$ cat src/rtl/robin_pkg.sv
// rtl/robin_pkg.sv - shared sizes, FSM states, tag type and load extension for the robin sequencer
package robin_pkg;

  localparam logic [1:0] SIZE_B = 2'd0;
  localparam logic [1:0] SIZE_W = 2'd1;
  localparam logic [1:0] SIZE_L = 2'd2;
  localparam logic [1:0] SIZE_Q = 2'd3;

  localparam int TAG_IDX_W = 3;

  typedef enum logic [2:0] {
    ST_IDLE,
    ST_RISSUE,
    ST_RDRAIN,
    ST_WSETUP,
    ST_WSTROBE,
    ST_ERR
  } seq_state_e;

  typedef struct packed {
    logic                 valid;
    logic                 last;
    logic [TAG_IDX_W-1:0] index;
  } tag_t;

  // raw holds the 2**size loaded bytes right-aligned, first byte most significant
  function automatic logic [63:0] extend(input logic [63:0] raw, input logic [1:0] size,
                                         input logic sgn);
    logic [63:0] r;
    case (size)
      SIZE_B:  r = {{56{sgn & raw[7]}}, raw[7:0]};
      SIZE_W:  r = {{48{sgn & raw[15]}}, raw[15:0]};
      SIZE_L:  r = {{32{sgn & raw[31]}}, raw[31:0]};
      SIZE_Q:  r = raw;
      default: r = raw;
    endcase
    return r;
  endfunction

endpackage

$ cat src/rtl/mem_seq_tagline.sv
// rtl/mem_seq_tagline.sv - read-latency-deep delay line of {valid,last,index} byte tags
module mem_seq_tagline
  import robin_pkg::*;
#(
  parameter int DEPTH = 2
) (
  input  logic                 clk,
  input  logic                 reset,
  input  logic                 valid_i,
  input  logic                 last_i,
  input  logic [TAG_IDX_W-1:0] index_i,
  output logic                 valid_o,
  output logic                 last_o,
  output logic [TAG_IDX_W-1:0] index_o
);

  tag_t stage_q [DEPTH];

  always_ff @(posedge clk) begin
    if (reset) begin
      for (int i = 0; i < DEPTH; i++) stage_q[i] <= '0;
    end else begin
      stage_q[0] <= '{valid: valid_i, last: last_i, index: index_i};
      for (int i = 1; i < DEPTH; i++) stage_q[i] <= stage_q[i-1];
    end
  end

  assign valid_o = stage_q[DEPTH-1].valid;
  assign last_o  = stage_q[DEPTH-1].last;
  assign index_o = stage_q[DEPTH-1].index;

endmodule

$ cat src/rtl/mem_sequencer.sv
// rtl/mem_sequencer.sv - splits big-endian core loads/stores into byte transfers on the 8-bit SoC memory
module mem_sequencer
  import robin_pkg::*;
#(
  parameter int ADDR_WIDTH   = 9,
  parameter int DATA_WIDTH   = 32,
  parameter int READ_LATENCY = 2,
  parameter int ALIGN_CHECK  = 0
) (
  input  logic                  clk,
  input  logic                  reset,
  input  logic                  req_valid,
  output logic                  req_ready,
  input  logic                  req_write,
  input  logic [1:0]            req_size,
  input  logic                  req_signed,
  input  logic [ADDR_WIDTH-1:0] req_addr,
  input  logic [DATA_WIDTH-1:0] req_wdata,
  output logic                  resp_valid,
  output logic                  resp_err,
  output logic [DATA_WIDTH-1:0] resp_rdata,
  output logic [ADDR_WIDTH-1:0] mem_raddr,
  input  logic [7:0]            mem_data_out,
  output logic [ADDR_WIDTH-1:0] mem_waddr,
  output logic [7:0]            mem_data_in,
  output logic                  mem_write
);

  seq_state_e            state_q, state_d;
  logic [1:0]            size_q, size_d;
  logic                  sgn_q, sgn_d;
  logic [TAG_IDX_W-1:0]  cnt_q, cnt_d, last_q, last_d;
  logic [63:0]           wsh_q, wsh_d, raw_q, raw_d;
  logic [ADDR_WIDTH-1:0] raddr_q, raddr_d, waddr_q, waddr_d;
  logic [7:0]            wbyte_q, wbyte_d;
  logic                  mwrite_q, mwrite_d, rvalid_q, rvalid_d, rerr_q, rerr_d;
  logic [DATA_WIDTH-1:0] rdata_q, rdata_d;

  logic                  tag_in_valid, tag_in_last, tag_out_valid, tag_out_last;
  logic [TAG_IDX_W-1:0]  tag_in_idx, tag_out_idx, req_last;
  logic                  req_err;
  logic [63:0]           req_wext;
  logic [5:0]            byte_pos;

  assign req_last = TAG_IDX_W'((4'd1 << req_size) - 4'd1);
  assign req_err  = ((32'd8 << req_size) > 32'(DATA_WIDTH)) ||
                    ((ALIGN_CHECK != 0) && ((req_addr & ADDR_WIDTH'(req_last)) != '0));
  // store data left-aligned so byte k is always the top byte after k shifts
  assign req_wext = 64'(req_wdata) << (7'd64 - (7'd8 << req_size));
  assign byte_pos = {last_q - tag_out_idx, 3'b000};

  mem_seq_tagline #(.DEPTH(READ_LATENCY)) u_tagline (
    .clk     (clk),
    .reset   (reset),
    .valid_i (tag_in_valid),
    .last_i  (tag_in_last),
    .index_i (tag_in_idx),
    .valid_o (tag_out_valid),
    .last_o  (tag_out_last),
    .index_o (tag_out_idx)
  );

  always_comb begin
    state_d      = state_q;
    size_d       = size_q;
    sgn_d        = sgn_q;
    cnt_d        = cnt_q;
    last_d       = last_q;
    wsh_d        = wsh_q;
    raw_d        = raw_q;
    raddr_d      = raddr_q;
    waddr_d      = waddr_q;
    wbyte_d      = wbyte_q;
    mwrite_d     = 1'b0;
    rvalid_d     = 1'b0;
    rerr_d       = 1'b0;
    rdata_d      = rdata_q;
    tag_in_valid = 1'b0;
    tag_in_last  = 1'b0;
    tag_in_idx   = '0;

    if (tag_out_valid) begin
      raw_d[byte_pos +: 8] = mem_data_out;
      if (tag_out_last) begin
        rvalid_d = 1'b1;
        rdata_d  = DATA_WIDTH'(extend(raw_d, size_q, sgn_q));
      end
    end

    case (state_q)
      ST_IDLE: begin
        if (req_valid) begin
          size_d = req_size;
          sgn_d  = req_signed;
          last_d = req_last;
          if (req_err) begin
            state_d = ST_ERR;
          end else if (req_write) begin
            waddr_d = req_addr;
            wbyte_d = req_wext[63:56];
            wsh_d   = req_wext << 8;
            cnt_d   = '0;
            state_d = ST_WSETUP;
          end else begin
            raddr_d      = req_addr;
            tag_in_valid = 1'b1;
            tag_in_last  = (req_last == '0);
            cnt_d        = TAG_IDX_W'(1);
            state_d      = (req_last == '0) ? ST_RDRAIN : ST_RISSUE;
          end
        end
      end
      ST_RISSUE: begin
        raddr_d      = raddr_q + ADDR_WIDTH'(1);
        tag_in_valid = 1'b1;
        tag_in_idx   = cnt_q;
        tag_in_last  = (cnt_q == last_q);
        cnt_d        = cnt_q + TAG_IDX_W'(1);
        if (cnt_q == last_q) state_d = ST_RDRAIN;
      end
      ST_RDRAIN: begin
        if (tag_out_valid && tag_out_last) state_d = ST_IDLE;
      end
      ST_WSETUP: begin
        mwrite_d = 1'b1;
        state_d  = ST_WSTROBE;
      end
      ST_WSTROBE: begin
        if (cnt_q == last_q) begin
          rvalid_d = 1'b1;
          state_d  = ST_IDLE;
        end else begin
          waddr_d = waddr_q + ADDR_WIDTH'(1);
          wbyte_d = wsh_q[63:56];
          wsh_d   = wsh_q << 8;
          cnt_d   = cnt_q + TAG_IDX_W'(1);
          state_d = ST_WSETUP;
        end
      end
      ST_ERR: begin
        rvalid_d = 1'b1;
        rerr_d   = 1'b1;
        state_d  = ST_IDLE;
      end
      default: state_d = ST_IDLE;
    endcase
  end

  always_ff @(posedge clk) begin
    if (reset) begin
      state_q  <= ST_IDLE;
      size_q   <= '0;
      sgn_q    <= 1'b0;
      cnt_q    <= '0;
      last_q   <= '0;
      wsh_q    <= '0;
      raw_q    <= '0;
      raddr_q  <= '0;
      waddr_q  <= '0;
      wbyte_q  <= '0;
      mwrite_q <= 1'b0;
      rvalid_q <= 1'b0;
      rerr_q   <= 1'b0;
      rdata_q  <= '0;
    end else begin
      state_q  <= state_d;
      size_q   <= size_d;
      sgn_q    <= sgn_d;
      cnt_q    <= cnt_d;
      last_q   <= last_d;
      wsh_q    <= wsh_d;
      raw_q    <= raw_d;
      raddr_q  <= raddr_d;
      waddr_q  <= waddr_d;
      wbyte_q  <= wbyte_d;
      mwrite_q <= mwrite_d;
      rvalid_q <= rvalid_d;
      rerr_q   <= rerr_d;
      rdata_q  <= rdata_d;
    end
  end

  assign req_ready   = (state_q == ST_IDLE) && !reset;
  assign resp_valid  = rvalid_q;
  assign resp_err    = rerr_q;
  assign resp_rdata  = rdata_q;
  assign mem_raddr   = raddr_q;
  assign mem_waddr   = waddr_q;
  assign mem_data_in = wbyte_q;
  assign mem_write   = mwrite_q;

endmodule

$ cat config.mk
export PLATFORM = sky130hd
export DESIGN_NAME = mem_sequencer
export DESIGN_NICKNAME = d
export VERILOG_FILES = /design/src/rtl/robin_pkg.sv /design/src/rtl/mem_seq_tagline.sv /design/src/rtl/mem_sequencer.sv
export SDC_FILE = /design/constraint.sdc
export NUM_CORES = 1
export LEC_CHECK = 0
export ABC_AREA = 1
export CAP_MARGIN = 10
export CORE_MARGIN = 4
export CORE_UTILIZATION = 56
export DETAILED_ROUTE_END_ITERATION = 12
export PLACE_DENSITY_LB_ADDON = 0.25
export SLEW_MARGIN = 20
export SYNTH_ARGS = -nofsm -noshare
export SYNTH_HDL_FRONTEND = slang
export SYNTH_HIERARCHICAL = 1
export SYNTH_SLANG_ARGS = --single-unit
$ cat constraint.sdc
create_clock -name clk -period 4.2 [get_ports clk]
set_input_delay 0.63 -clock clk [delete_from_list [all_inputs] [get_ports clk]]
set_output_delay 0.63 -clock clk [all_outputs]
set_load 0.1 [all_outputs]
Word-level counts from Yosys, hierarchy flattened
Memory sizes are Yosys's and may differ from the RTL's.
Cells that the tools add are included.
- $add $sub $neg: 7
- bitwise logic cells: 4
- equal/unequal tests: 16
- muxes and demuxes: 54
- reductions and logical operators: 15
- shift-type cells: 6
- order comparisons: 1
- operator list (cell ; count):
    64-bit 2-to-1 mux ; 4
    32-bit one-hot mux with 4 select lines ; 1
    64-bit one-hot mux with 2 select lines ; 1
    64-bit bitwise mux ; 1
    8-bit by 8-bit variable shift with 64-bit output, first input constant ; 1
    8-bit by 8-bit variable part select with 64-bit output ; 1
    32-bit by 7-bit << shifter with 64-bit output ; 1
    9-bit 2-to-1 mux ; 7
    9-bit one-hot mux with 2 select lines ; 2
    32-bit by 6-bit greater-than comparator with 1-bit output, second input constant ; 1
    8-bit 2-to-1 mux ; 4
    4-bit by 2-bit << shifter with 32-bit output, first input constant ; 1
    3-bit 2-to-1 mux ; 8
    9-bit by 1-bit adder with 9-bit output, second input constant ; 2
    8-bit one-hot mux with 2 select lines ; 1
    1-bit 2-to-1 mux ; 15
    3-bit one-hot mux with 5 select lines ; 1
    2-bit inequality test, second input constant ; 7
    5-bit 2-to-1 mux ; 2
    3-bit one-hot mux with 3 select lines ; 1
    6-bit negation with 8-bit output ; 1
    4-bit AND reduction ; 2
    4-bit by 2-bit << shifter with 7-bit output, first input constant ; 1
    7-bit subtractor, first input constant ; 1
    other kinds (23) ; 36
- output and inout bits: 62
- register bits after elaboration: 201
- RAM bits: 10
- logic and storage cells: 118
- memories: 1
- input bits: 56
- memories (name ; depth ; width ; rd ports ; clocked after Yosys merged registers in ; write ports ; RTL line ; RTL):
    u_tagline.stage_q ; 2 ; 5 ; 2 ; 0 ; 2 ; mem_seq_tagline.sv:17 ; tag_t stage_q [DEPTH];

Longest topological paths before layout
Gate-level depths: netlist of the first run.
- depth after elaboration: 8
- mapped depth: 20
- depth with buffers taken out: 19

Hierarchy
The synthesis of the first run kept the hierarchy.
- modules (own cells, without submodules) (module ; seq. area each (sq um) ; instances ; cells an instance ; area an instance (sq um)):
    mem_sequencer ; 3223.1 ; 1 ; 1228 ; 8089.0
    mem_seq_tagline ; 200.2 ; 1 ; 34 ; 309.0

Least setup slack after synthesis of the first run
OpenSTA, ideal clock, no wires.
- path type: input port to output port
- from: input port reset
- to: output port req_ready
- stages on the path: 3
- arrival time: 2.250 ns
- slack: 1.320 ns
- cells stage by stage: clkbuf_1 clkbuf_1 nor2_1
- cells in the longest elaborated chain, start to end: 2
- ends and longest elaborated chain (item ; RTL line ; RTL):
    from (decl) ; mem_sequencer.sv:11 ; input logic reset,
    1-bit zero test ; mem_sequencer.sv:183 ; assign req_ready = (state_q == ST_IDLE) && !reset;
    1-bit logical AND ; mem_sequencer.sv:183 ;
    to (decl) ; mem_sequencer.sv:13 ; output logic req_ready,
No other way between the ends.

Worst setup path in the final report of the first run
- from: register last_q[0]
- to: register rdata_q[27], in the netlist resp_rdata[27]
- cells in the longest elaborated chain, start to end: 6
- ends and longest elaborated chain (item ; RTL line ; RTL):
    from (decl) ; mem_sequencer.sv:32 ; logic [TAG_IDX_W-1:0] cnt_q, cnt_d, last_q, last_d;
    from (signal assigned) ; mem_sequencer.sv:170 ; last_q <= last_d;
    3-bit subtractor * ; mem_sequencer.sv:50 ; assign byte_pos = {last_q - tag_out_idx, 3'b000};
    6-bit negation with 8-bit output * ; mem_sequencer.sv:83 ; raw_d[byte_pos +: 8] = mem_data_out;
    8-bit by 8-bit variable part select with 64-bit output / 8-bit by 8-bit variable shift with 64-bit output (equally long branches) ; mem_sequencer.sv:83 ;
    64-bit bitwise mux * ; mem_sequencer.sv:83 ;
    1-bit AND, on equally long branches ; robin_pkg.sv:32, robin_pkg.sv:31 ;
    32-bit one-hot mux with 4 select lines * ; robin_pkg.sv:30 ; case (size)
    to (signal assigned) ; mem_sequencer.sv:179 ; rdata_q <= rdata_d;
    to (decl) ; mem_sequencer.sv:37 ; logic [DATA_WIDTH-1:0] rdata_q, rdata_d;
Every way passes the cells marked *; elsewhere a longest branch is shown, timed or not. The select of a mux whose other input is x is not followed.
A chain may end at the register's enable or synchronous reset.

==> summary.md, run 1 <==
| Metric | Value |
|---|---|
| Synth cell count leaders | `246 x nand2_1, 229 x nor2_1, 171 x dfxtp_1` |
| Die Footprint | `17000 µm²` |
| IO buf count | `117` |
| Detailed Routing Iterations Pass 1 | `8` |
| Clk pwr share | `22.8%` |
| Post-route setup TNS | `0 ps` |
| Fin crit share | `75.4%` |
| Die H | `130 µm` |
| # nets final | `1395` |
| Syn Area/Cell | `6.65 µm²` |
| Fmax | `0.316 GHz` |
| Synth unique cells | `38` |
| Synth Warn # | `6` |
| Vias in the first global route | `7332` |
| Kind of critical path | `reg2reg` |
| Max-slew headroom | `34.0%` |
| Sw Share | `44.7%` |
| Syn_nets | `1325` |
| Static leakage | `4.47 nW` |
| Top Ports | `118` |
| Internal | `3.61 mW` |
| Buf+Inv Stages, Crit Path | `4` |
| Worst-path fanout max | `24` |
| Clk root buf | `clkbuf_16` |
| CTS tree | `yes` |
| Number of H-tree levels | `4` |
| Register share of total power | `34.8%` |
| CTS Hold Bufs | `0` |
| Synth area leaders | `dfxtp_1 41%, nand2_1 11%, nor2_1 10%` |
| Final hold vios | `0` |
| First-pass GRT wire length | `35.4 mm` |
| Req. time, crit path | `4580 ps` |
| Crit end category | `register` |
| Antenna diodes | `0` |
| Setup Fix Bufs, Post-CTS | `0` |
| Async S/R FF share, synth | `0%` |
| TritonCTS buffer count | `17` |
| EDFF count, synth | `0` |
| Largest net degree at the start of global routing | `78` |
| Run status | `completed` |
| Worst path max stage delay | `430 ps` |
| Startpoint Class | `register` |
| Total power draw | `6.53 mW` |
| Area grow syn2layout | `19.3%` |
| Clk slew on worst S/H paths | `60 ps` |
| Post-DP HPWL | `14.3 mm` |
| Drc violations | `0` |
| Num Clock Sinks | `171` |
| Proportion of netlist area held by the largest area contributor | `40.8%` |
| Synth Cell Area | `8400 µm²` |
| Core area | `14600 µm²` |
| Via count | `8247` |
| Worst-Margin Slew | `987 ps` |
| # Max-Cap Violations | `0` |
| Slowest library cell on the worst path | `nand3_2` |
| RSZ-0062 raised after global routing | `no` |
| Starting density of the core | `57.6%` |
| Worst Path Arrival | `3540 ps` |
| Mapped Cells | `1262` |
| Gr usage total | `25.3%` |
| Clock Skew | `8.38 ps` |
| Logic gate share of total power | `42.4%` |
| Die width | `130 µm` |
| Post-cts sizing count | `0` |
| Count leader, synth | `nand2_1` |
| Clk Latency, worst-skew pair | `430 ps` |
| Register area share after synthesis | `40.8%` |
| Min Tclk post-route | `3170 ps` |
| Std-Cell Rows | `44` |
| Final setup viols | `0` |
| Cell mode on critical path | `inv_1` |
| Layout cells sized above 1 | `4.55%` |
| Drt wl/cell | `14.0 µm` |
| GPL Wtd Cong | `0.909` |
| Initial DRC count | `770` |
| Initial antenna violation count | `0` |
| Grt total ovfl | `0` |
| Via density | `5.40` |
| CTS max path bufs | `2` |
| Sw power | `2.92 mW` |
| Worst vdd ir | `0.584 mV` |
| Total Wirelength | `21.3 mm` |
| Power density cells | `651 nW/µm²` |
| CP delay by family, top | `simple AND/OR/NAND/NOR gates` |
| Post-synth top area cell | `dfxtp_1` |
| Main synth FF type | `dfxtp_1` |
| Routed Antenna Nets | `0` |
| Worst min-delay path class | `reg2reg` |
| Max-slew violations | `0` |
| Fin util | `68.7%` |
| Seq cells post-synth | `171` |
| Crit-path cells | `inv_1 > ha_1 > inv_1 > fa_1 > inv_1 > nand3_1 > nand2_1 > ha_1 > nor2_1 > nand3_2 > nand2_1 > nand3_2 > nand3_1 > nand2_1 > inv_1` |
power by group through the flow:
stage / Combinational, mW / Clock, mW / Sequential [mW]
after floorplan: 1.49 / 0 / 2.98
after global placement: 2.70 / 0 / 2.28
after detailed placement: 2.74 / 0 / 2.29
after CTS: 2.75 / 1.50 / 2.26
after global routing: 3.03 / 1.57 / 2.32
final: 2.76 / 1.49 / 2.27
registers in the layout, indices dropped and copies added (netlist names):
register,flops
mem_data_in,8
sgn_q,1
resp_valid,1
wsh_q,56
u_tagline/stage_q,10
resp_err,1
mem_raddr,9
size_q,2
mem_write,1
state_q,3
cnt_q,3
resp_rdata,32
last_q,3
raw_q,32
mem_waddr,9
layout by cell type (no fill, tap or decap), types with 6 or more instances in the layout:
cell type,n
nand2_1,246
nor2_1,229
dfxtp_1,171
o21ai_0,166
inv_1,135
clkdlybuf4s50_1,115
nand3_1,70
a21oi_1,52
o211ai_1,20
a22oi_1,17
clkbuf_16,17
nand4_1,10
nor3_1,10
buf_4,9
o22ai_1,8
clkinv_2,7
ha_1,6
cell families after synthesis:
family / Yosys count / synth area share (%)
flip-flops: 171 / 40.8
XOR/XNOR: 7 / 0.730
buffers and inverters: 218 / 11.0
AND/OR/NAND/NOR: 582 / 28.4
AO/OA/AOI/OAI: 277 / 17.9
adder cells (fa/ha/maj): 7 / 1.13
worst reg2reg max path, cell delays in order (launching register included):
cell and delay (ps):
dfxtp_1 330, inv_1 70, ha_1 130, inv_1 50, fa_1 410, inv_1 90
nand3_1 80, nand2_1 140, ha_1 320, nor2_1 200, nand3_2 260, nand2_1 190
nand3_2 430, nand3_1 290, nand2_1 70, inv_1 50
final cells by class:
class                   count  area (µm²)
fillers                  1244        4570
repair buffers            125        1220
well taps                 184         230
inverters                 144         543
multi-input cells         873        4050
clock inverters             9         100
clock buffers              20         447
flip-flops and latches    171        3420
per-stage QoR:
step / setup WS (ps) / area, µm² / hold slack, ps / std cells
after floorplan: 1320 / 8400 / 388 / 1262
after global placement: 812 / 9470 / 389 / 1497
after detailed placement: 733 / 9470 / 397 / 1497
after CTS: 1040 / 10000 / 406 / 1526
after global routing: 759 / 10000 / 416 / 1526
final: 1030 / 10000 / 408 / 1526
routing by layer:
metal,GRT usage (%),wire [µm],vias up
li1,-,-,4192
met1,34.9,9420,3689
met2,40.5,9970,331
met3,4.43,1540,35
met4,8.53,387,0
met5,0,0,-
final timing paths:
kind	slack, ps	start	depth (start not counted)	endpoint
worst min register to register	410	u_tagline/stage_q[0][0]	2	u_tagline/stage_q[0][5]
worst min-delay path	410	u_tagline/stage_q[0][0]	2	u_tagline/stage_q[0][5]
worst max-delay path	1030	last_q[0]	15	resp_rdata[27]
worst max register to register	1030	last_q[0]	15	resp_rdata[27]
Power figures use the tool's default switching activity.
==> run 2, diff against run 1 <==
--- a/config.mk
+++ b/config.mk
@@ -8,7 +8,7 @@
 export ABC_AREA = 1
 export CAP_MARGIN = 10
 export CORE_MARGIN = 4
-export CORE_UTILIZATION = 56
+export CORE_UTILIZATION = 50
 export DETAILED_ROUTE_END_ITERATION = 12
 export PLACE_DENSITY_LB_ADDON = 0.25
 export SLEW_MARGIN = 20
==> constraint.sdc (replaced) <==
create_clock -name clk -period 2.6 [get_ports clk]
set_input_delay 0.39 -clock clk [delete_from_list [all_inputs] [get_ports clk]]
set_output_delay 0.39 -clock clk [all_outputs]
set_load 0.1 [all_outputs]
==> summary.md, run 2 (same netlist as run 1, synthesis figures left out) <==
| Metric | Value |
|---|---|
| Run status | `completed` |
| Worst min-delay path class | `in2reg` |
| Crit-path cells | `inv_1 > ha_1 > inv_1 > fa_2 > nand2_2 > nand2_2 > ha_4 > inv_2 > nor2_4 > nand2_2 > nor2_4 > buf_6 > nand2_1 > o21ai_0 > o21ai_0 > inv_1 > a21oi_1` |
| Gr usage total | `23.6%` |
| Clk slew on worst S/H paths | `60 ps` |
| RSZ-0062 raised after global routing | `yes` |
| Worst-Margin Slew | `774 ps` |
| Total power draw | `11.0 mW` |
| # Max-Cap Violations | `0` |
| Die width | `138 µm` |
| Post-DP Area | `9600 µm²` |
| Num Clock Sinks | `171` |
| Fin cells | `1590` |
| IO buf count | `117` |
| Total Wirelength | `22.3 mm` |
| Fmax | `0.406 GHz` |
| Hold-critical path endpoint | `u_tagline/stage_q[0][4]` |
| Fin crit share | `94.8%` |
| Number of H-tree levels | `4` |
| Worst reg2reg path depth | `17` |
| Core area | `16500 µm²` |
| Final hold vios | `0` |
| Area grow syn2layout | `22.4%` |
| R2R Setup Slk | `130 ps` |
| Vias in the first global route | `7492` |
| Static leakage | `4.77 nW` |
| Initial antenna violation count | `0` |
| Crit end category | `register` |
| Largest Register | `wsh_q` |
| Worst vdd ir | `0.617 mV` |
| CTS max path bufs | `2` |
| Hold wc startpoint | `reset` |
| Req. time, crit path | `2910 ps` |
| Worst r2r src | `last_q[0]` |
| Clock Skew | `7.89 ps` |
| GPL Wtd Cong | `0.868` |
| Routed Antenna Nets | `0` |
| Worst path max stage delay | `390 ps` |
| Largest net degree at the start of global routing | `89` |
| Std-Cell Rows | `47` |
| Filler cell count | `1551` |
| Setup slack at placement | `-29.4 ps` |
| Most frequent cells in the layout | `242 x nand2_1, 227 x nor2_1, 170 x dfxtp_1` |
| Clk root buf | `clkbuf_16` |
| Most common cell after layout, fill and taps aside | `nand2_1` |
| Max-slew headroom | `48.2%` |
| Slowest library cell on the worst path | `fa_2` |
| Hold Path Stages | `2` |
| Drt wl/cell | `14.0 µm` |
| Top Ports | `118` |
| Drc violations | `0` |
| Detailed Routing Iterations Pass 1 | `5` |
| Via density | `5.23` |
| Final setup viols | `0` |
| TritonCTS buffer count | `17` |
| First-pass GRT wire length | `36.1 mm` |
| Max-slew violations | `0` |
| Layout cells sized above 1 | `11.8%` |
| Worst Path Arrival | `2770 ps` |
| Final worst slack | `134 ps` |
| Antenna diodes | `0` |
| Die Footprint | `18900 µm²` |
| Startpoint Class | `register` |
| Post-DP HPWL | `15.0 mm` |
| Via count | `8311` |
| Kind of critical path | `reg2reg` |
| Grt total ovfl | `0` |
| Initial DRC count | `690` |
| Clk Latency, worst-skew pair | `430 ps` |
| DP Cell Count | `1554` |
| Die H | `138 µm` |
| Power density cells | `1070 nW/µm²` |
| Max reg flops | `56` |
| # nets final | `1420` |
| Finished Cell Area | `10300 µm²` |
| CTS Hold Bufs | `0` |
| Worst-path fanout max | `7` |
| Min Tclk post-route | `2470 ps` |
| RR Endpoint | `resp_rdata[8]` |
| Starting density of the core | `50.8%` |
| CTS tree | `yes` |
## run 2: layout make-up
type	count	area [µm²]	area share [%]
Multi-Input combinational cell	873	4110	39.9
Sequential cell	171	3420	33.3
Timing Repair Buffer	149	1330	12.9
Inverter	144	546	5.31
Clock buffer	21	450	4.38
Tap cell	220	275	2.68
Clock inverter	11	144	1.40
Timing Repair inverter	1	6.26	0.0608
## run 2: critical path: cells and delay by family, from the launching register on
kind | cells | cell delay (ps)
adders and majority gates | 3 | 810
DFF | 1 | 320
AOI/OAI and AO/OA | 3 | 270
buffers and inverters | 5 | 390
and+or+nand+nor | 6 | 580
## run 2: worst max-delay path by stage
stage	start	end	slack [ps]	cells past startpoint
floorplan	u_tagline/stage_q[0][5]	resp_rdata[31]	70	19
global placement	last_q[0]	resp_rdata[20]	90	17
detailed placement	last_q[0]	resp_rdata[16]	-30	17
CTS	last_q[0]	resp_rdata[8]	20	17
global route	last_q[0]	resp_rdata[10]	-40	17
finish	last_q[0]	resp_rdata[8]	130	17
## run 2: power breakdown
part | switching [mW] | leakage (nW) | internal [mW] | total, mW
logic | 3.41 | 3.09 | 1.34 | 4.75
registers | 0.395 | 1.40 | 3.25 | 3.65
clock network | 1.04 | 0.279 | 1.53 | 2.58
## run 2: per-layer routing
metal / routed length, µm / global-route usage, %
met1: 10000 / 31.5
met5: 0 / 0
met4: 264 / 5.99
met2: 10600 / 39.4
met3: 1410 / 4.35
## run 2: timing repair
action	CTS	global route
gates resized for setup	1	24
setup buffers	1	1
pin swaps	1	5
setup endpoints to repair	16	53
gates cloned	0	2
## run 2: metrics by stage
| step | utilization (%) | hold slack [ps] | setup TNS [ps] |
|---|---|---|---|
| detailed placement | 58.1 | 397 | -111 |
| CTS | 61.7 | 350 | 0 |
| global placement | 58.1 | 389 | 0 |
| floorplan | - | 388 | 0 |
| finish | 62.2 | 359 | 0 |
| global route | 62.2 | 369 | -364 |
